==> src/rtl/lsu.sv <==
// rtl/lsu.sv - RV32I load/store unit: one aligned word-bus transaction per load/store
// Alignment is checked at capture; misaligned accesses bypass the bus and complete with err.
module lsu #(
  parameter int XLEN = 32
) (
  input  logic            clk_i,
  input  logic            rst_n_i,
  input  logic            start_i,
  input  logic [XLEN-1:0] addr_i,
  input  logic [XLEN-1:0] rs2_rd_data_i,
  input  logic            inst_lb_i,
  input  logic            inst_lh_i,
  input  logic            inst_lw_i,
  input  logic            inst_lbu_i,
  input  logic            inst_lhu_i,
  input  logic            inst_sb_i,
  input  logic            inst_sh_i,
  input  logic            inst_sw_i,
  output logic            busy_o,
  output logic            done_o,
  output logic            err_o,
  output logic            rd_wr_en_o,
  output logic [XLEN-1:0] rd_wr_data_o,
  output logic            dbus_req_o,
  output logic            dbus_we_o,
  output logic [XLEN-1:0] dbus_addr_o,
  output logic [3:0]      dbus_be_o,
  output logic [XLEN-1:0] dbus_wdata_o,
  input  logic            dbus_gnt_i,
  input  logic            dbus_rvalid_i,
  input  logic [XLEN-1:0] dbus_rdata_i
);

  typedef enum logic [1:0] {IDLE, REQ, WAIT, RESP} state_t;
  typedef enum logic [1:0] {SZ_B, SZ_H, SZ_W} size_t;

  state_t          state_q, state_d;
  size_t           size_q, size_d;
  logic            sign_q, sign_d;
  logic            load_q, load_d;
  logic            err_q, err_d;
  logic [1:0]      off_q, off_d;
  logic            we_q, we_d;
  logic [XLEN-1:0] addr_q, addr_d;
  logic [3:0]      be_q, be_d;
  logic [XLEN-1:0] wdata_q, wdata_d;
  logic [XLEN-1:0] rdata_q, rdata_d;

  logic [7:0]      strobes;
  logic            is_store, is_half, is_word, misaligned;
  logic [3:0]      be_calc;
  logic [XLEN-1:0] wdata_calc;
  logic [7:0]      byte_sel;
  logic [15:0]     half_sel;
  logic [XLEN-1:0] load_data;

  assign strobes  = {inst_lb_i, inst_lh_i, inst_lw_i, inst_lbu_i,
                     inst_lhu_i, inst_sb_i, inst_sh_i, inst_sw_i};
  assign is_store = inst_sb_i | inst_sh_i | inst_sw_i;
  assign is_half  = inst_lh_i | inst_lhu_i | inst_sh_i;
  assign is_word  = inst_lw_i | inst_sw_i;
  assign misaligned = (is_half & addr_i[0]) | (is_word & (|addr_i[1:0]));

  always_comb begin
    be_calc    = 4'b0001 << addr_i[1:0];
    wdata_calc = {4{rs2_rd_data_i[7:0]}};
    if (is_half) begin
      be_calc    = addr_i[1] ? 4'b1100 : 4'b0011;
      wdata_calc = {2{rs2_rd_data_i[15:0]}};
    end else if (is_word) begin
      be_calc    = 4'b1111;
      wdata_calc = rs2_rd_data_i;
    end
  end

  // Lane extraction uses the offset captured at start, not the live address.
  assign byte_sel = dbus_rdata_i[{off_q, 3'b000} +: 8];
  assign half_sel = off_q[1] ? dbus_rdata_i[31:16] : dbus_rdata_i[15:0];

  always_comb begin
    case (size_q)
      SZ_B:    load_data = {{(XLEN-8){sign_q & byte_sel[7]}}, byte_sel};
      SZ_H:    load_data = {{(XLEN-16){sign_q & half_sel[15]}}, half_sel};
      default: load_data = dbus_rdata_i;
    endcase
  end

  always_comb begin
    state_d = state_q;
    size_d  = size_q;
    sign_d  = sign_q;
    load_d  = load_q;
    err_d   = err_q;
    off_d   = off_q;
    we_d    = we_q;
    addr_d  = addr_q;
    be_d    = be_q;
    wdata_d = wdata_q;
    rdata_d = rdata_q;
    case (state_q)
      IDLE: begin
        if (start_i && $onehot(strobes)) begin
          size_d = is_word ? SZ_W : (is_half ? SZ_H : SZ_B);
          sign_d = inst_lb_i | inst_lh_i;
          load_d = ~is_store;
          err_d  = misaligned;
          off_d  = addr_i[1:0];
          if (misaligned) begin
            state_d = RESP;
          end else begin
            // Bus payload only changes for accesses that will actually use the bus.
            state_d = REQ;
            we_d    = is_store;
            addr_d  = {addr_i[XLEN-1:2], 2'b00};
            be_d    = be_calc;
            wdata_d = wdata_calc;
          end
        end
      end
      REQ: begin
        if (dbus_gnt_i) state_d = WAIT;
      end
      WAIT: begin
        if (dbus_rvalid_i) begin
          state_d = RESP;
          if (load_q) rdata_d = load_data;
        end
      end
      RESP:    state_d = IDLE;
      default: state_d = IDLE;
    endcase
  end

  always_ff @(posedge clk_i or negedge rst_n_i) begin
    if (!rst_n_i) begin
      state_q <= IDLE;
      size_q  <= SZ_B;
      sign_q  <= 1'b0;
      load_q  <= 1'b0;
      err_q   <= 1'b0;
      off_q   <= 2'b00;
      we_q    <= 1'b0;
      addr_q  <= '0;
      be_q    <= 4'b0000;
      wdata_q <= '0;
      rdata_q <= '0;
    end else begin
      state_q <= state_d;
      size_q  <= size_d;
      sign_q  <= sign_d;
      load_q  <= load_d;
      err_q   <= err_d;
      off_q   <= off_d;
      we_q    <= we_d;
      addr_q  <= addr_d;
      be_q    <= be_d;
      wdata_q <= wdata_d;
      rdata_q <= rdata_d;
    end
  end

  assign busy_o       = (state_q != IDLE);
  assign done_o       = (state_q == RESP);
  assign err_o        = (state_q == RESP) & err_q;
  assign rd_wr_en_o   = (state_q == RESP) & load_q & ~err_q;
  assign rd_wr_data_o = rdata_q;
  assign dbus_req_o   = (state_q == REQ);
  assign dbus_we_o    = we_q;
  assign dbus_addr_o  = addr_q;
  assign dbus_be_o    = be_q;
  assign dbus_wdata_o = wdata_q;

endmodule

==> config.mk <==
export PLATFORM = sky130hd
export DESIGN_NAME = lsu
export DESIGN_NICKNAME = d
export VERILOG_FILES = /design/src/rtl/lsu.sv
export SDC_FILE = /design/constraint.sdc
export NUM_CORES = 1
export LEC_CHECK = 0
export CORE_MARGIN = 10
export CORE_UTILIZATION = 48
export DETAILED_ROUTE_END_ITERATION = 12
export GPL_ROUTABILITY_DRIVEN = 1
export PLACE_DENSITY = 0.85
export RECOVER_POWER = 50
export SYNTH_ARGS = -nofsm -noshare
export SYNTH_HDL_FRONTEND = slang
export SYNTH_SLANG_ARGS = --single-unit
==> constraint.sdc <==
create_clock -name clk_i -period 5.9 [get_ports clk_i]
set_input_delay 1.77 -clock clk_i [delete_from_list [all_inputs] [get_ports clk_i]]
set_output_delay 1.77 -clock clk_i [all_outputs]
set_load 0.05 [all_outputs]
==> impl_metrics.toml <==
[run_status]
status = "complete, but fails checks"
violations = "capacitance limit, slew limit"

[worst_hold_path]
min-delay-path-class = "reg2reg"
min_from = "rd_wr_data_o[4]$_DFFE_PN0P_"

[clock_network]
postCtsHoldBufs = 0
cts_tree = "yes"
cts_sinks = 108
cts_setup_buffers = 0
clkLatencyLatePin_ps = 350
cts_buffers = 9
htree_levels = 3
clk_root_buffer_cell = "clkbuf_16"
clock_path_buffers = 2
postCtsResizedCells = 0
clk_pin_slew_worst_paths_ps = 70

[power]
vdd_drop_max_uv = 334
p_per_area_mw_per_mm2 = 459
power.leakage_nw = 3.79

[detailed_routing]
drtIter0Drc = 338
num_vias = 4457
drc_errors = 0
wl_met2_um = 8260
antenna_left = 0
drt-met1-wl_um = 6590
viasPerCell = 5.46
highest_layer = "met4"
wirelength_um = 17100
first_pass_iters = 5
wl_per_cell_um = 21.0
wl_met3_um = 1900

[critical_path]
reg2reg_from = "state_q[0]$_DFFE_PN0P_"
cpPeakStageDelay_ps = 580
crit_path_end_kind = "register"
worst_path_dominant_cell_family = "adder cells"
regToRegSetupSlack_ps = 2420
cp_max_fo = 32
crit_path_start_kind = "input port"
critPathSlowestCell = "or4_4"
path_buf_inv = 5
worst-setup-path-type = "in2reg"
cp_common_cell = "fa_1"
crit_required_ps = 6140
crit_path_start = "inst_lh_i"
critical_path_arrival_ps = 5940
path_cells = "clkdlybuf4s50_1, inv_1, fa_1, fa_1, fa_1, inv_1, ha_1, inv_1, fa_1, nor3b_2, a22oi_1, or4_4, buf_12, mux2_4"

[place]
dp_slack_ps = -161
hpwl_um = 13600
placedCellCount = 801
port_buffers = 212
place.gp.congestion = 0.870

[synthesis]
synth_seq_cells = 108
synthTopCellsByArea = "dfrtp_1 49%, mux2_2 12%, mux2_4 7.6%"
yosys_warnings = 0
synth-edff-count = 0
syn-cell-area_mm2 = 0.00554
synth_cell_types = 47
synth_area_per_cell_um2 = 12.0
syn_inst = 460
synth_ff_type = "dfrtp_1"
post-synth-top-area-fraction_pct = 48.8
synth_top_area_cell = "dfrtp_1"
yosysSeqAreaShare_pct = 48.8
async_flop_share_pct = 100

[grt]
grt_pass1_wl_um = 26700
gr-total-overflow = 0
antenna_found_initial = 0
grt_pass1_vias = 4906
grt.total_usage_pct = 20.7
grt_max_degree = 75

[finish]
final_cell_mix = "179 x clkdlybuf4s50_1, 108 x dfrtp_1, 59 x mux2_2"
final-instance-count-excl-fill = 817
drive_above_1_share_pct = 18.7
antenna_cells = 0
fin_util_pct = 70.9
area_growth_pct = 45.5
final_common_cell = "clkdlybuf4s50_1"
fin_nets = 790

[sta]
period_needed_ps = 5700
grt_setup_unrepaired = "no"
worstMarginPinSlew_ps = 1890
setup-tns-final_ps = 0
slew_headroom_pct = -25.8
final-hold-violation-count = 0
setup_slack_ps = 197
setup_viol = 0
max_freq_ghz = 0.175
fin_skew_ps = 8.50
slew_violations = 151
whs_ps = 484
min_period_over_period_pct = 96.7

[floorplanning]
die_area_mm2 = 0.0162
die_x_um = 127
core_area_mm2 = 0.0114
io_pins = 215
row_count = 39
die_h_um = 127
initial_core_util_pct = 48.8

[run]
max-cap-violations = 3
==> worst register-to-register path, stage by stage (launching register included) <==
cell and delay [ps]:
dfrtp_1 430, inv_1 100, ha_1 250, nand3_1 80
clkbuf_1 1150, nor2_1 350, o2111ai_1 210, clkbuf_1 590
nand3_1 170
==> registers in the layout (all words and copies together) (netlist names) <==
name          flops
size_q            2
err_q             1
dbus_wdata_o     32
off_q             2
state_q           2
dbus_be_o         4
load_q            1
rd_wr_data_o     32
dbus_addr_o      30
dbus_we_o         1
sign_q            1
==> per-layer routing <==
layer	track usage [%]	up-vias
met5	0	-
met4	8.64	0
met3	9.10	22
met2	34.3	201
met1	22.7	2180
li1	-	2054
==> kinds of logic (layout without fill, tap and decap cells) <==
logic type	Yosys count	after routing	synth area share, %
flops	108	108	48.8
mux	119	119	26.9
buf+inv	51	264	4.81
fa+ha+maj	12	12	3.25
other cells	1	2	0.0677
simple gates	111	111	9.75
compound gates	58	58	6.43
==> synthesized netlist by cell type, types with 2 or more instances <==
cell,n
dfrtp_1,108
mux2_2,59
nand2_1,41
nand3_1,35
mux2_4,28
o21ai_0,26
mux2i_1,25
inv_1,22
clkbuf_1,16
nor2_1,13
a21oi_1,9
ha_1,8
mux4_2,7
o221ai_1,6
buf_2,4
fa_1,4
a22oi_1,3
a31oi_1,3
and3_1,3
nor2b_1,3
or3_1,3
a21o_1,2
and2_1,2
buf_1,2
buf_12,2
buf_4,2
buf_8,2
nand3b_1,2
o31ai_1,2
==> path summary, 6_finish.rpt <==
kind	endpoint	cells after the start
max in group asynchronous	dbus_wdata_o[7]$_DFFE_PN0P_	2
min in group asynchronous	rd_wr_data_o[17]$_DFFE_PN0P_	1
hold reg to reg	rd_wr_data_o[4]$_DFFE_PN0P_	2
setup reg to reg	rd_wr_data_o[28]$_DFFE_PN0P_	8
setup / recovery	dbus_addr_o[3]$_DFFE_PN0P_	14
hold / removal	rd_wr_data_o[4]$_DFFE_PN0P_	2
==> where the power goes <==
| group | switching [mW] | total [mW] | internal [mW] |
|---|---|---|---|
| registers | 0.185 | 1.16 | 0.972 |
| logic | 1.19 | 1.93 | 0.744 |
| clock network | 0.277 | 0.610 | 0.333 |
| total | 1.65 | 3.70 | 2.05 |
==> through the flow <==
stage          area, µm²  power, mW
2_1_floorplan       5550       2.41
3_3_place_gp        7780       3.07
3_5_place_dp        7780       3.13
4_1_cts             8080       3.75
5_1_grt             8060       3.87
6_report            8060       3.70
==> final cells by class <==
type	count	area (µm²)
clock buffer	10	229
clock inverter	6	70.1
fill	807	3310
inverter	22	82.6
multi-input combinational	302	2580
sequential	108	2700
tap	143	179
timing repair buffer	226	2220
Power figures use the tool's default switching activity.
